[src/rtl/pipe_stage_reg_if.sv]
`default_nettype none
// ============================================================================
// Module   : pipe_stage_reg_if
// Brief    : Handshake and shared-field bundle between a pipeline stage and
//            its upstream/downstream neighbours.
// Revision : 1.0 - initial release
// ============================================================================
interface pipe_stage_reg_if #(
    parameter int DATA_W = 128,
    parameter int TNEW_W = 2,
    parameter int EXC_W  = 5
);
    logic              flush;
    logic              bubble;

    logic              in_valid;
    logic              in_ready;
    logic [DATA_W-1:0] in_data;
    logic [31:0]       in_pc;
    logic              in_ds;
    logic [EXC_W-1:0]  in_exc;
    logic [TNEW_W-1:0] in_tnew;
    logic              in_regwrite;
    logic [4:0]        in_wreg;

    logic              out_valid;
    logic              out_ready;
    logic [DATA_W-1:0] out_data;
    logic [31:0]       out_pc;
    logic              out_ds;
    logic [EXC_W-1:0]  out_exc;
    logic [TNEW_W-1:0] out_tnew;
    logic              out_regwrite;
    logic [4:0]        out_wreg;

    modport master (
        output flush, bubble,
        output in_valid, in_data, in_pc, in_ds, in_exc, in_tnew, in_regwrite, in_wreg,
        input  in_ready,
        output out_ready,
        input  out_valid, out_data, out_pc, out_ds, out_exc, out_tnew, out_regwrite, out_wreg
    );

    modport slave (
        input  flush, bubble,
        input  in_valid, in_data, in_pc, in_ds, in_exc, in_tnew, in_regwrite, in_wreg,
        output in_ready,
        input  out_ready,
        output out_valid, out_data, out_pc, out_ds, out_exc, out_tnew, out_regwrite, out_wreg
    );
endinterface
`default_nettype wire

[src/rtl/pipe_stage_reg.sv]
`default_nettype none
// ============================================================================
// Module   : pipe_stage_reg
// Brief    : MIPS pipeline-stage register with valid/ready handshake, bubble
//            insertion, exception flush and an optional one-entry skid buffer.
// Revision : 1.0 - initial release
// ============================================================================
module pipe_stage_reg #(
    parameter int               DATA_W            = 128,
    parameter int               TNEW_W            = 2,
    parameter int               EXC_W             = 5,
    parameter logic [EXC_W-1:0] EXC_NONE          = '0,
    parameter logic [31:0]      FLUSH_PC          = 32'h0000_4180,
    parameter bit               KEEP_PC_ON_BUBBLE = 1'b1,
    parameter bit               SKID              = 1'b0
) (
    input wire              clk,
    input wire              rst,
    pipe_stage_reg_if.slave bus
);

    typedef struct packed {
        logic [DATA_W-1:0] data;
        logic [31:0]       pc;
        logic              ds;
        logic [EXC_W-1:0]  exc;
        logic [TNEW_W-1:0] tnew;
        logic              regwrite;
        logic [4:0]        wreg;
    } entry_t;

    typedef enum logic [0:0] {
        c_ST_EMPTY = 1'b0,
        c_ST_FULL  = 1'b1
    } skid_state_t;

    localparam entry_t c_IDLE_ENTRY = {
        {DATA_W{1'b0}}, 32'h0, 1'b0, EXC_NONE, {TNEW_W{1'b0}}, 1'b0, 5'd0
    };

    entry_t      main_q, main_d;
    entry_t      skid_q, skid_d;
    logic        valid_q, valid_d;
    skid_state_t state_q, state_d;

    logic   w_free;
    logic   w_in_ready;
    logic   w_t_in;
    entry_t w_in_entry;

    function automatic logic [TNEW_W-1:0] f_dec_tnew(input logic [TNEW_W-1:0] t);
        return (t == '0) ? '0 : t - TNEW_W'(1);
    endfunction

    assign w_free     = !valid_q || bus.out_ready;
    assign w_in_entry = {bus.in_data, bus.in_pc, bus.in_ds, bus.in_exc,
                         bus.in_tnew, bus.in_regwrite, bus.in_wreg};

    // With the skid present, in_ready depends only on registered state so the
    // downstream ready never reaches the upstream combinationally.
    generate
        if (SKID) begin : g_skid_ready
            assign w_in_ready = (state_q == c_ST_EMPTY) && !bus.bubble;
        end else begin : g_direct_ready
            assign w_in_ready = w_free && !bus.bubble;
        end
    endgenerate

    assign w_t_in = bus.in_valid && w_in_ready;

    always_comb begin
        valid_d = valid_q;
        main_d  = main_q;
        skid_d  = skid_q;
        state_d = state_q;

        if (bus.flush) begin
            valid_d   = 1'b0;
            main_d    = c_IDLE_ENTRY;
            main_d.pc = FLUSH_PC;
            skid_d    = c_IDLE_ENTRY;
            state_d   = c_ST_EMPTY;
        end else if (state_q == c_ST_FULL) begin
            // Skid drains before anything else, including a pending bubble.
            if (w_free) begin
                valid_d     = 1'b1;
                main_d      = skid_q;
                main_d.tnew = f_dec_tnew(skid_q.tnew);
                state_d     = c_ST_EMPTY;
            end
        end else if (bus.bubble) begin
            if (w_free) begin
                valid_d = 1'b0;
                main_d  = c_IDLE_ENTRY;
                if (KEEP_PC_ON_BUBBLE) begin
                    main_d.pc = bus.in_pc;
                    main_d.ds = bus.in_ds;
                end
            end
        end else if (w_t_in) begin
            if (w_free) begin
                valid_d     = 1'b1;
                main_d      = w_in_entry;
                main_d.tnew = f_dec_tnew(bus.in_tnew);
            end else begin
                skid_d  = w_in_entry;
                state_d = c_ST_FULL;
            end
        end else if (w_free) begin
            valid_d = 1'b0;
            main_d  = c_IDLE_ENTRY;
        end
    end

    always_ff @(posedge clk) begin
        if (rst) begin
            valid_q <= 1'b0;
            main_q  <= c_IDLE_ENTRY;
            skid_q  <= c_IDLE_ENTRY;
            state_q <= c_ST_EMPTY;
        end else begin
            valid_q <= valid_d;
            main_q  <= main_d;
            skid_q  <= skid_d;
            state_q <= state_d;
        end
    end

    assign bus.in_ready     = w_in_ready;
    assign bus.out_valid    = valid_q;
    assign bus.out_data     = main_q.data;
    assign bus.out_pc       = main_q.pc;
    assign bus.out_ds       = main_q.ds;
    assign bus.out_exc      = main_q.exc;
    assign bus.out_tnew     = main_q.tnew;
    assign bus.out_regwrite = main_q.regwrite && valid_q;
    assign bus.out_wreg     = main_q.wreg;

endmodule
`default_nettype wire

[src/flat_wrapper.sv]
// flat-port wrapper written by rule: the top's interface ports become plain ports
module pipe_stage_reg_flat 
#(
    parameter int               DATA_W            = 128,
    parameter int               TNEW_W            = 2,
    parameter int               EXC_W             = 5,
    parameter logic [EXC_W-1:0] EXC_NONE          = '0,
    parameter logic [31:0]      FLUSH_PC          = 32'h0000_4180,
    parameter bit               KEEP_PC_ON_BUBBLE = 1'b1,
    parameter bit               SKID              = 1'b0
)
  (clk, rst, bus_flush, bus_bubble, bus_in_valid, bus_in_data, bus_in_pc, bus_in_ds, bus_in_exc, bus_in_tnew, bus_in_regwrite, bus_in_wreg, bus_in_ready, bus_out_ready, bus_out_valid, bus_out_data, bus_out_pc, bus_out_ds, bus_out_exc, bus_out_tnew, bus_out_regwrite, bus_out_wreg);
  pipe_stage_reg_if #(.DATA_W(DATA_W), .TNEW_W(TNEW_W), .EXC_W(EXC_W)) bus_i ();
  input wire clk;
  input wire rst;
  input wire logic [$bits(bus_i.flush)-1:0] bus_flush;
  input wire logic [$bits(bus_i.bubble)-1:0] bus_bubble;
  input wire logic [$bits(bus_i.in_valid)-1:0] bus_in_valid;
  input wire logic [$bits(bus_i.in_data)-1:0] bus_in_data;
  input wire logic [$bits(bus_i.in_pc)-1:0] bus_in_pc;
  input wire logic [$bits(bus_i.in_ds)-1:0] bus_in_ds;
  input wire logic [$bits(bus_i.in_exc)-1:0] bus_in_exc;
  input wire logic [$bits(bus_i.in_tnew)-1:0] bus_in_tnew;
  input wire logic [$bits(bus_i.in_regwrite)-1:0] bus_in_regwrite;
  input wire logic [$bits(bus_i.in_wreg)-1:0] bus_in_wreg;
  output wire logic [$bits(bus_i.in_ready)-1:0] bus_in_ready;
  input wire logic [$bits(bus_i.out_ready)-1:0] bus_out_ready;
  output wire logic [$bits(bus_i.out_valid)-1:0] bus_out_valid;
  output wire logic [$bits(bus_i.out_data)-1:0] bus_out_data;
  output wire logic [$bits(bus_i.out_pc)-1:0] bus_out_pc;
  output wire logic [$bits(bus_i.out_ds)-1:0] bus_out_ds;
  output wire logic [$bits(bus_i.out_exc)-1:0] bus_out_exc;
  output wire logic [$bits(bus_i.out_tnew)-1:0] bus_out_tnew;
  output wire logic [$bits(bus_i.out_regwrite)-1:0] bus_out_regwrite;
  output wire logic [$bits(bus_i.out_wreg)-1:0] bus_out_wreg;
  assign bus_i.flush = bus_flush;
  assign bus_i.bubble = bus_bubble;
  assign bus_i.in_valid = bus_in_valid;
  assign bus_i.in_data = bus_in_data;
  assign bus_i.in_pc = bus_in_pc;
  assign bus_i.in_ds = bus_in_ds;
  assign bus_i.in_exc = bus_in_exc;
  assign bus_i.in_tnew = bus_in_tnew;
  assign bus_i.in_regwrite = bus_in_regwrite;
  assign bus_i.in_wreg = bus_in_wreg;
  assign bus_in_ready = bus_i.in_ready;
  assign bus_i.out_ready = bus_out_ready;
  assign bus_out_valid = bus_i.out_valid;
  assign bus_out_data = bus_i.out_data;
  assign bus_out_pc = bus_i.out_pc;
  assign bus_out_ds = bus_i.out_ds;
  assign bus_out_exc = bus_i.out_exc;
  assign bus_out_tnew = bus_i.out_tnew;
  assign bus_out_regwrite = bus_i.out_regwrite;
  assign bus_out_wreg = bus_i.out_wreg;
  pipe_stage_reg #(.DATA_W(DATA_W), .TNEW_W(TNEW_W), .EXC_W(EXC_W), .EXC_NONE(EXC_NONE), .FLUSH_PC(FLUSH_PC), .KEEP_PC_ON_BUBBLE(KEEP_PC_ON_BUBBLE), .SKID(SKID)) u_core (.clk(clk), .rst(rst), .bus(bus_i));
endmodule
[config.mk]
export PLATFORM = sky130hd
export DESIGN_NAME = pipe_stage_reg_flat
export DESIGN_NICKNAME = d
export VERILOG_FILES = /design/src/rtl/pipe_stage_reg_if.sv /design/src/rtl/pipe_stage_reg.sv /design/src/flat_wrapper.sv
export SDC_FILE = /design/constraint.sdc
export NUM_CORES = 1
export LEC_CHECK = 0
export CAP_MARGIN = 30
export CORE_ASPECT_RATIO = 1.25
export CORE_UTILIZATION = 60
export CTS_BUF_LIST = sky130_fd_sc_hd__clkbuf_8
export CTS_CLUSTER_SIZE = 8
export DETAILED_ROUTE_END_ITERATION = 16
export DONT_BUFFER_PORTS = 1
export HOLD_SLACK_MARGIN = 0.1
export PLACE_DENSITY = 0.87
export SYNTH_ARGS = -nofsm -noshare
export SYNTH_HDL_FRONTEND = slang
export SYNTH_SLANG_ARGS = --single-unit
[constraint.sdc]
create_clock -name clk -period 1.9 [get_ports clk]
set_input_delay 0.57 -clock clk [delete_from_list [all_inputs] [get_ports clk]]
set_output_delay 0.57 -clock clk [all_outputs]
set_load 0.01 [all_outputs]
# == After elaboration in Yosys (flattened, before gate mapping) ==
# Cells that the tools add are included.
# classes
addsub,2
n_mux,19
bitwise_logic,3
n_reduce_logical,11
# op_table
cell,count
174-bit two-way mux,7
29-bit two-way mux,1
1-bit two-way mux,9
2-bit zero test,2
2-bit two-way mux,2
4-bit AND reduction,1
"2-bit by 1-bit subtractor with 2-bit output, second input constant",2
1-bit logical AND,3
1-bit NOT,3
1-bit zero test,2
2-bit nonzero test,1
2-bit OR reduction,1
1-bit logical OR,1
# word_totals
ff_bits,350
input_bits,180
out_inout_bits,176
elab_cells,52

# == Logic depth before layout (Yosys ltp) ==
# Gate-level depths: netlist of run 1.
# logic_depth
word_depth,8
depth_mapped,6
ltp_nobuf,3

# == Least setup slack after synthesis of run 1 ==
# OpenSTA, ideal clock, no wires.
# synth_path
path_kind,input-to-output
start,input port bus_out_ready
end,output port bus_in_ready
t_arrival_ns,1.253
t_required_ns,1.330
setup_slack_ns,0.077
path_stages,5
path_buffers,3
cell_sequence,nor2b_1 buf_2 buf_2 buf_2 nor2_1
# synth_via
elab_chain_cells,2
# synth_lines
item,line,text
"start, declared",flat_wrapper.sv:27,input wire logic [$bits(bus_i.out_ready)-1:0] bus_out_ready;
1-bit logical OR,pipe_stage_reg.sv:55,assign w_free = !valid_q || bus.out_ready;
1-bit logical AND,pipe_stage_reg.sv:65,assign w_in_ready = w_free && !bus.bubble;
"end, declared",flat_wrapper.sv:26,output wire logic [$bits(bus_i.in_ready)-1:0] bus_in_ready;
# No other way between the ends.

==> flow_metrics.py, run 1 <==
metrics = {
    "status": {
        "status": "complete, no violations",
    },
    "yosys": {
        "synth_area_per_cell_um2": 9.69,
        "netlist.area_leader.share_pct": 53.3,
        "synth.area.top_cells": "dfxtp_1, a221oi_1, buf_4",
        "netlist_area_um2": 13200,
        "syn_nets": 1538,
        "synth_top_family_by_area": "compound AO/OA/AOI/OAI gates",
        "ys.warnings.count": 0,
        "synth_compound_area_share_pct": 18.7,
        "synthXorXnorAreaFrac_pct": 0,
        "synthAdderAreaFrac_pct": 0,
        "synth_cells": 1358,
        "synth_seq_cells": 350,
        "netlist-cell-type-count": 33,
        "synthMuxAreaShare_pct": 0,
        "synthSimpleGateAreaFrac_pct": 14.1,
        "synth_top_area_cell": "dfxtp_1",
        "yosysSeqAreaShare_pct": 53.3,
    },
    "clock_network": {
        "cts_made_buffers": 52,
        "path_clk_slew_ps": 60,
        "clockRootBuffer": "clkbuf_8",
        "clockBufferDepth": 3,
        "clk_latency_ps": 550,
        "htree_levels": 2,
        "cts_sinks": 350,
        "holdBufCountCts": 0,
        "tritoncts": "yes",
    },
    "finish": {
        "regArea_um2": 7010,
        "nFillCells": 1693,
        "mostFrequentLayoutCells": "dfxtp_1, nor2_1, and2_1",
        "mostFrequentLayoutCell": "dfxtp_1",
        "final_layout_size_suffix_gt1_share_pct": 7.49,
        "instances_no_fill": 1441,
        "utilization_pct": 59.9,
        "layout.nets": 1324,
        "multi_input_area_um2": 4340,
        "fin_area_um2": 12900,
        "area_growth_pct": -1.82,
    },
    "timing": {
        "clock.fmax_mhz": 549,
        "rsz0062_at_grt": "false",
        "report.final.setup_viol": 0,
        "finalClockSkew_ps": 22.5,
        "setup_ws_ps": 79.9,
        "tightestPinTransition_ps": 705,
        "slew_viol_final": 0,
        "layout_min_cycle_time_ps": 1820,
        "setup_tns_ps": 0,
        "relSlewSlack_pct": 53.0,
        "finalCritPeriodShare_pct": 95.8,
        "final_hold_viol_count": 0,
    },
    "route": {
        "drt_first_pass_iters": 5,
        "dr_total_vias": 8845,
        "first_iter_violations": 594,
        "remaining_drc_errors": 0,
        "ant_nets": 0,
        "routed_via_density": 6.14,
        "routed_wl_um": 28800,
        "wire_per_inst_um": 20.0,
    },
    "critical_path": {
        "worst_ep_required_time_ps": 1330,
        "crit_path_top_delay_cell": "dfxtp_2",
        "path_delay_family": "flip-flops",
        "endpoint_kind": "primary output",
        "max_stage_delay_ps": 380,
        "critPathMaxFanout": 5,
        "ff2ff_setup_slack_ps": 270,
        "critPathKind": "reg -> out",
        "cp_num_buf_inv": 0,
        "reg2reg_to": "u_core.bus.out_data[103]",
        "start_kind": "register",
        "r2r_start": "u_core.state_q",
        "path_cells": "nor2b_4 > nor2_1",
        "cp.arrival_ps": 1250,
        "reg2reg_depth": 4,
    },
    "place": {
        "dp_slack_ps": 152,
        "post-place-cells": 1368,
        "place_congestion": 0.783,
        "placed_area_um2": 12000,
        "io_buffers": 0,
        "hpwl_um": 17200,
    },
    "power_and_ir_drop": {
        "leakage_uw": 0.00464,
        "ir_worst_vdd_uv": 716,
        "power_density_nw_per_um2": 1050,
    },
    "die": {
        "rows": 60,
        "dieArea_um2": 22500,
        "dieHeight_um": 168,
        "fp.coreArea_um2": 21500,
        "initial_utilization_pct": 61.1,
        "pin_count": 356,
        "die_w_um": 134,
    },
    "global_routing": {
        "grt_usage_pct": 24.5,
        "grt_start_max_net_pins": 124,
        "grt_pass1_wl_um": 44800,
        "first_global_vias": 8638,
        "antenna_found_initial": 0,
        "grt.overflow.total": 0,
    },
    "hold_path": {
        "hp-class": "in -> reg",
        "min_from": "bus_in_pc[14]",
        "worstHoldEndpoint": "u_core.bus.out_pc[14]",
        "hold_path_depth": 2,
    },
    "run": {
        "drv_cap": 0,
    },
}
final cells by class:
class	instances	area share [%]
Antenna cell	1	0.0194
Clock buffer	56	5.97
Sequential cell	350	54.3
Clock inverter	15	0.843
Tap cell	279	2.70
Timing Repair Buffer	20	2.62
Multi-Input combinational cell	720	33.6
repair_timing:
item                       CTS  global route
gates resized for setup      1             0
setup endpoints to repair    1             0
setup buffers                1             0
cells in the mapped netlist, drive strengths merged:
cell	number
a211oi	3
a21o	3
a221oi	169
and2	175
and3	1
buf	210
clkbuf	78
dfxtp	350
nand2	1
nand2b	1
nand3	1
nand3b	1
nand4b	1
nor2	176
nor2b	2
nor3	1
nor3b	2
nor4	1
o211a	1
o211ai	1
o21ai	170
o21ba	1
o221a	1
o22ai	3
o31ai	3
or2	1
or4	1
worst register-to-register path, delay by kind of cell (launching register included):
family          cells  cell delay (ps)
simple gates        2              670
flops               1              420
buf+inv             1              310
compound gates      1              130
layer usage:
layer,routed length [um],vias up,track usage [%]
li1,-,4128,-
met1,11500,4177,29.1
met2,13500,449,39.3
met3,2650,91,7.93
met4,1210,0,12.8
met5,0,-,0
cell families (layout without fill, tap and decap cells):
logic type | Yosys count | after routing
AOI/OAI and AO/OA | 355 | 355
buffers and inverters | 288 | 91
DFF | 350 | 350
other | 0 | 1
and+or+nand+nor | 365 | 365
through the flow:
stage / hold slack (ps) / total power, uW
after floorplan: 430 / 8260
after global placement: 442 / 8250
after detailed placement: 444 / 8270
after CTS: 145 / 13700
after global routing: 149 / 14100
final: 187 / 13600
worst max path at each step:
stage	to	slack, ps	cells past startpoint	start
floorplan	bus_in_ready	80	5	bus_out_ready
global placement	u_core.bus.out_data[43]	220	4	bus_bubble
detailed placement	u_core.bus.out_data[15]	150	4	bus_bubble
CTS	bus_in_ready	60	2	register
global route	bus_in_ready	20	2	register
finish	bus_in_ready	80	2	register
sequential cells by signal, indices dropped and copies added (netlist names), named ones only:
register	count
u_core.main_q	1
u_core.bus.out_exc	5
u_core.bus.out_pc	32
u_core.skid_q	174
u_core.bus.out_data	128
u_core.bus.out_ds	1
u_core.bus.out_tnew	2
u_core.state_q	1
u_core.bus.out_wreg	5
report_power, final:
part	internal, uW	switching, uW	total (uW)	leakage (uW)
Combinational	226	334	560	0.00131
Clock	2900	2540	5440	0.000500
Sequential	7440	123	7560	0.00283
Total	10600	2990	13600	0.00464
Note: power is estimated with default switching activity, not from simulation.
==> run 2: changes to the inputs <==
CELL_PAD_IN_SITES_DETAIL_PLACEMENT = 0   (was not set)
CELL_PAD_IN_SITES_GLOBAL_PLACEMENT = 1   (was not set)
CORE_UTILIZATION = 49   (was 60)
HOLD_SLACK_MARGIN = 0.06   (was 0.1)
PLACE_DENSITY = 0.92   (was 0.87)
TNS_END_PERCENT = 20   (was not set)
==> run 2 against run 1 <==
  * Global-route usage decreased by 3.9 points
  * Wire length up 3.1%
  * Worst setup slack better by 13 ps
  * Core utilization is 9.9 points lower
  * First-iteration DRC count shrank 15%
  * Cell area is 1.4% higher
  * Largest cell class unchanged
==> flow_metrics.py, run 2 (synthesized netlist as in run 1, its figures left out) <==
metrics = {
    "finish": {
        "nFillCells": 2385,
        "fin_area_um2": 13100,
        "multi_input_area_um2": 4340,
        "mostFrequentLayoutCell": "dfxtp_1",
        "regArea_um2": 7010,
        "layout.nets": 1328,
        "area_growth_pct": -0.437,
        "regMostFlops": "u_core.skid_q",
        "instances_no_fill": 1513,
        "largest_register_ffs": 174,
        "mostFrequentLayoutCells": "dfxtp_1, and2_1, nor2_1",
        "final_layout_size_suffix_gt1_share_pct": 8.28,
    },
    "place": {
        "io_buffers": 0,
        "post-place-cells": 1431,
        "placed_area_um2": 12100,
        "hpwl_um": 17700,
        "place_congestion": 0.778,
    },
    "critical_path": {
        "max_stage_delay_ps": 400,
        "critPathKind": "reg -> out",
        "crit_path_top_delay_cell": "dfxtp_4",
        "path_cells": "nor2b_4 > nor2_2",
        "critPathMaxFanout": 5,
        "endpoint_kind": "primary output",
        "worst_ep_required_time_ps": 1330,
        "start_kind": "register",
        "cp.arrival_ps": 1240,
    },
    "route": {
        "routed_wl_um": 29700,
        "remaining_drc_errors": 0,
        "wire_per_inst_um": 19.6,
        "dr_total_vias": 8839,
        "routed_via_density": 5.84,
        "ant_nets": 0,
        "first_iter_violations": 502,
        "drt_first_pass_iters": 7,
    },
    "die": {
        "die_w_um": 149,
        "rows": 66,
        "initial_utilization_pct": 50.3,
        "dieHeight_um": 185,
        "fp.coreArea_um2": 26200,
        "dieArea_um2": 27500,
        "pin_count": 356,
    },
    "status": {
        "status": "complete, no violations",
    },
    "timing": {
        "relSlewSlack_pct": 53.1,
        "report.final.setup_viol": 0,
        "clock.fmax_mhz": 553,
        "finalClockSkew_ps": 16.9,
        "slew_viol_final": 0,
        "layout_min_cycle_time_ps": 1810,
        "whs_ps": 131,
        "tightestPinTransition_ps": 704,
        "final_hold_viol_count": 0,
        "setup_tns_ps": 0,
        "finalCritPeriodShare_pct": 95.1,
        "rsz0062_at_grt": "false",
    },
    "clock_network": {
        "tritoncts": "yes",
        "htree_levels": 2,
        "clockRootBuffer": "clkbuf_8",
        "cts_made_buffers": 54,
        "cts_sinks": 350,
        "clockBufferDepth": 3,
        "path_clk_slew_ps": 60,
        "clk_latency_ps": 580,
    },
    "global_routing": {
        "grt_pass1_wl_um": 45300,
        "grt_start_max_net_pins": 141,
        "grt_use_met1_pct": 24.9,
        "grt.overflow.total": 0,
        "antenna_found_initial": 2,
        "grtUsageMet3_pct": 7.29,
        "grtUsageMet2_pct": 32.8,
        "grt_usage_pct": 20.6,
        "busiest_layer": "met2",
        "first_global_vias": 8316,
    },
    "power_and_ir_drop": {
        "ir_worst_vdd_uv": 661,
        "power_density_nw_per_um2": 1070,
        "leakage_uw": 0.00470,
        "total_power_uw": 14000,
    },
    "run": {
        "drv_cap": 0,
    },
    "hold_path": {
        "hp-class": "in -> reg",
    },
}
-- run 2: critical path: cells and delay by family (launching register included) --
kind / cells / cell delay, ps
and+or+nand+nor: 2 / 250
DFF: 1 / 400
-- run 2: metal layers --
| layer | vias up | part of all wire, % |
|---|---|---|
| li1 | 4136 | - |
| met3 | 64 | 10 |
| met4 | 0 | 2.9 |
| met1 | 4240 | 40 |
| met2 | 399 | 47 |
| met5 | - | 0 |
-- run 2: layout make-up --
type,instances,share of cell area (%)
Multi-Input combinational cell,720,33.1
Timing Repair Buffer,22,2.60
Clock buffer,59,6.20
Antenna cell,2,0.0382
Clock inverter,20,1.24
Sequential cell,350,53.6
Tap cell,340,3.25
-- run 2: repair_timing --
item | 4_1_cts | 5_1_grt
gates resized for setup | 3 | 0
setup endpoints to repair | 2 | 0
hold buffers | 0 | 0
buffers inserted | 1 | 0
-- run 2: path summary, 6_finish.rpt --
path	cells after the start	start	end	slack [ps]
max	2	register	bus_in_ready	90
min	2	rst	register	130
max reg2reg	6	register	u_core.bus.out_pc[17]	330
min reg2reg	1	u_core.skid_q[147]	u_core.skid_q[147]	460
-- run 2: power breakdown --
part / switching [uW] / internal (uW)
clock: 2720 / 3190
sequential: 122 / 7440
combinational: 327 / 217
total: 3170 / 10900
-- run 2: metrics by stage --
stage / setup slack, ps / util, %
6_report: 92.5 / 50.0
3_5_place_dp: 247 / 46.2
3_3_place_gp: 263 / 46.2
5_1_grt: 43.5 / 50.0
2_1_floorplan: 77.2 / -
4_1_cts: 46.4 / 50.0
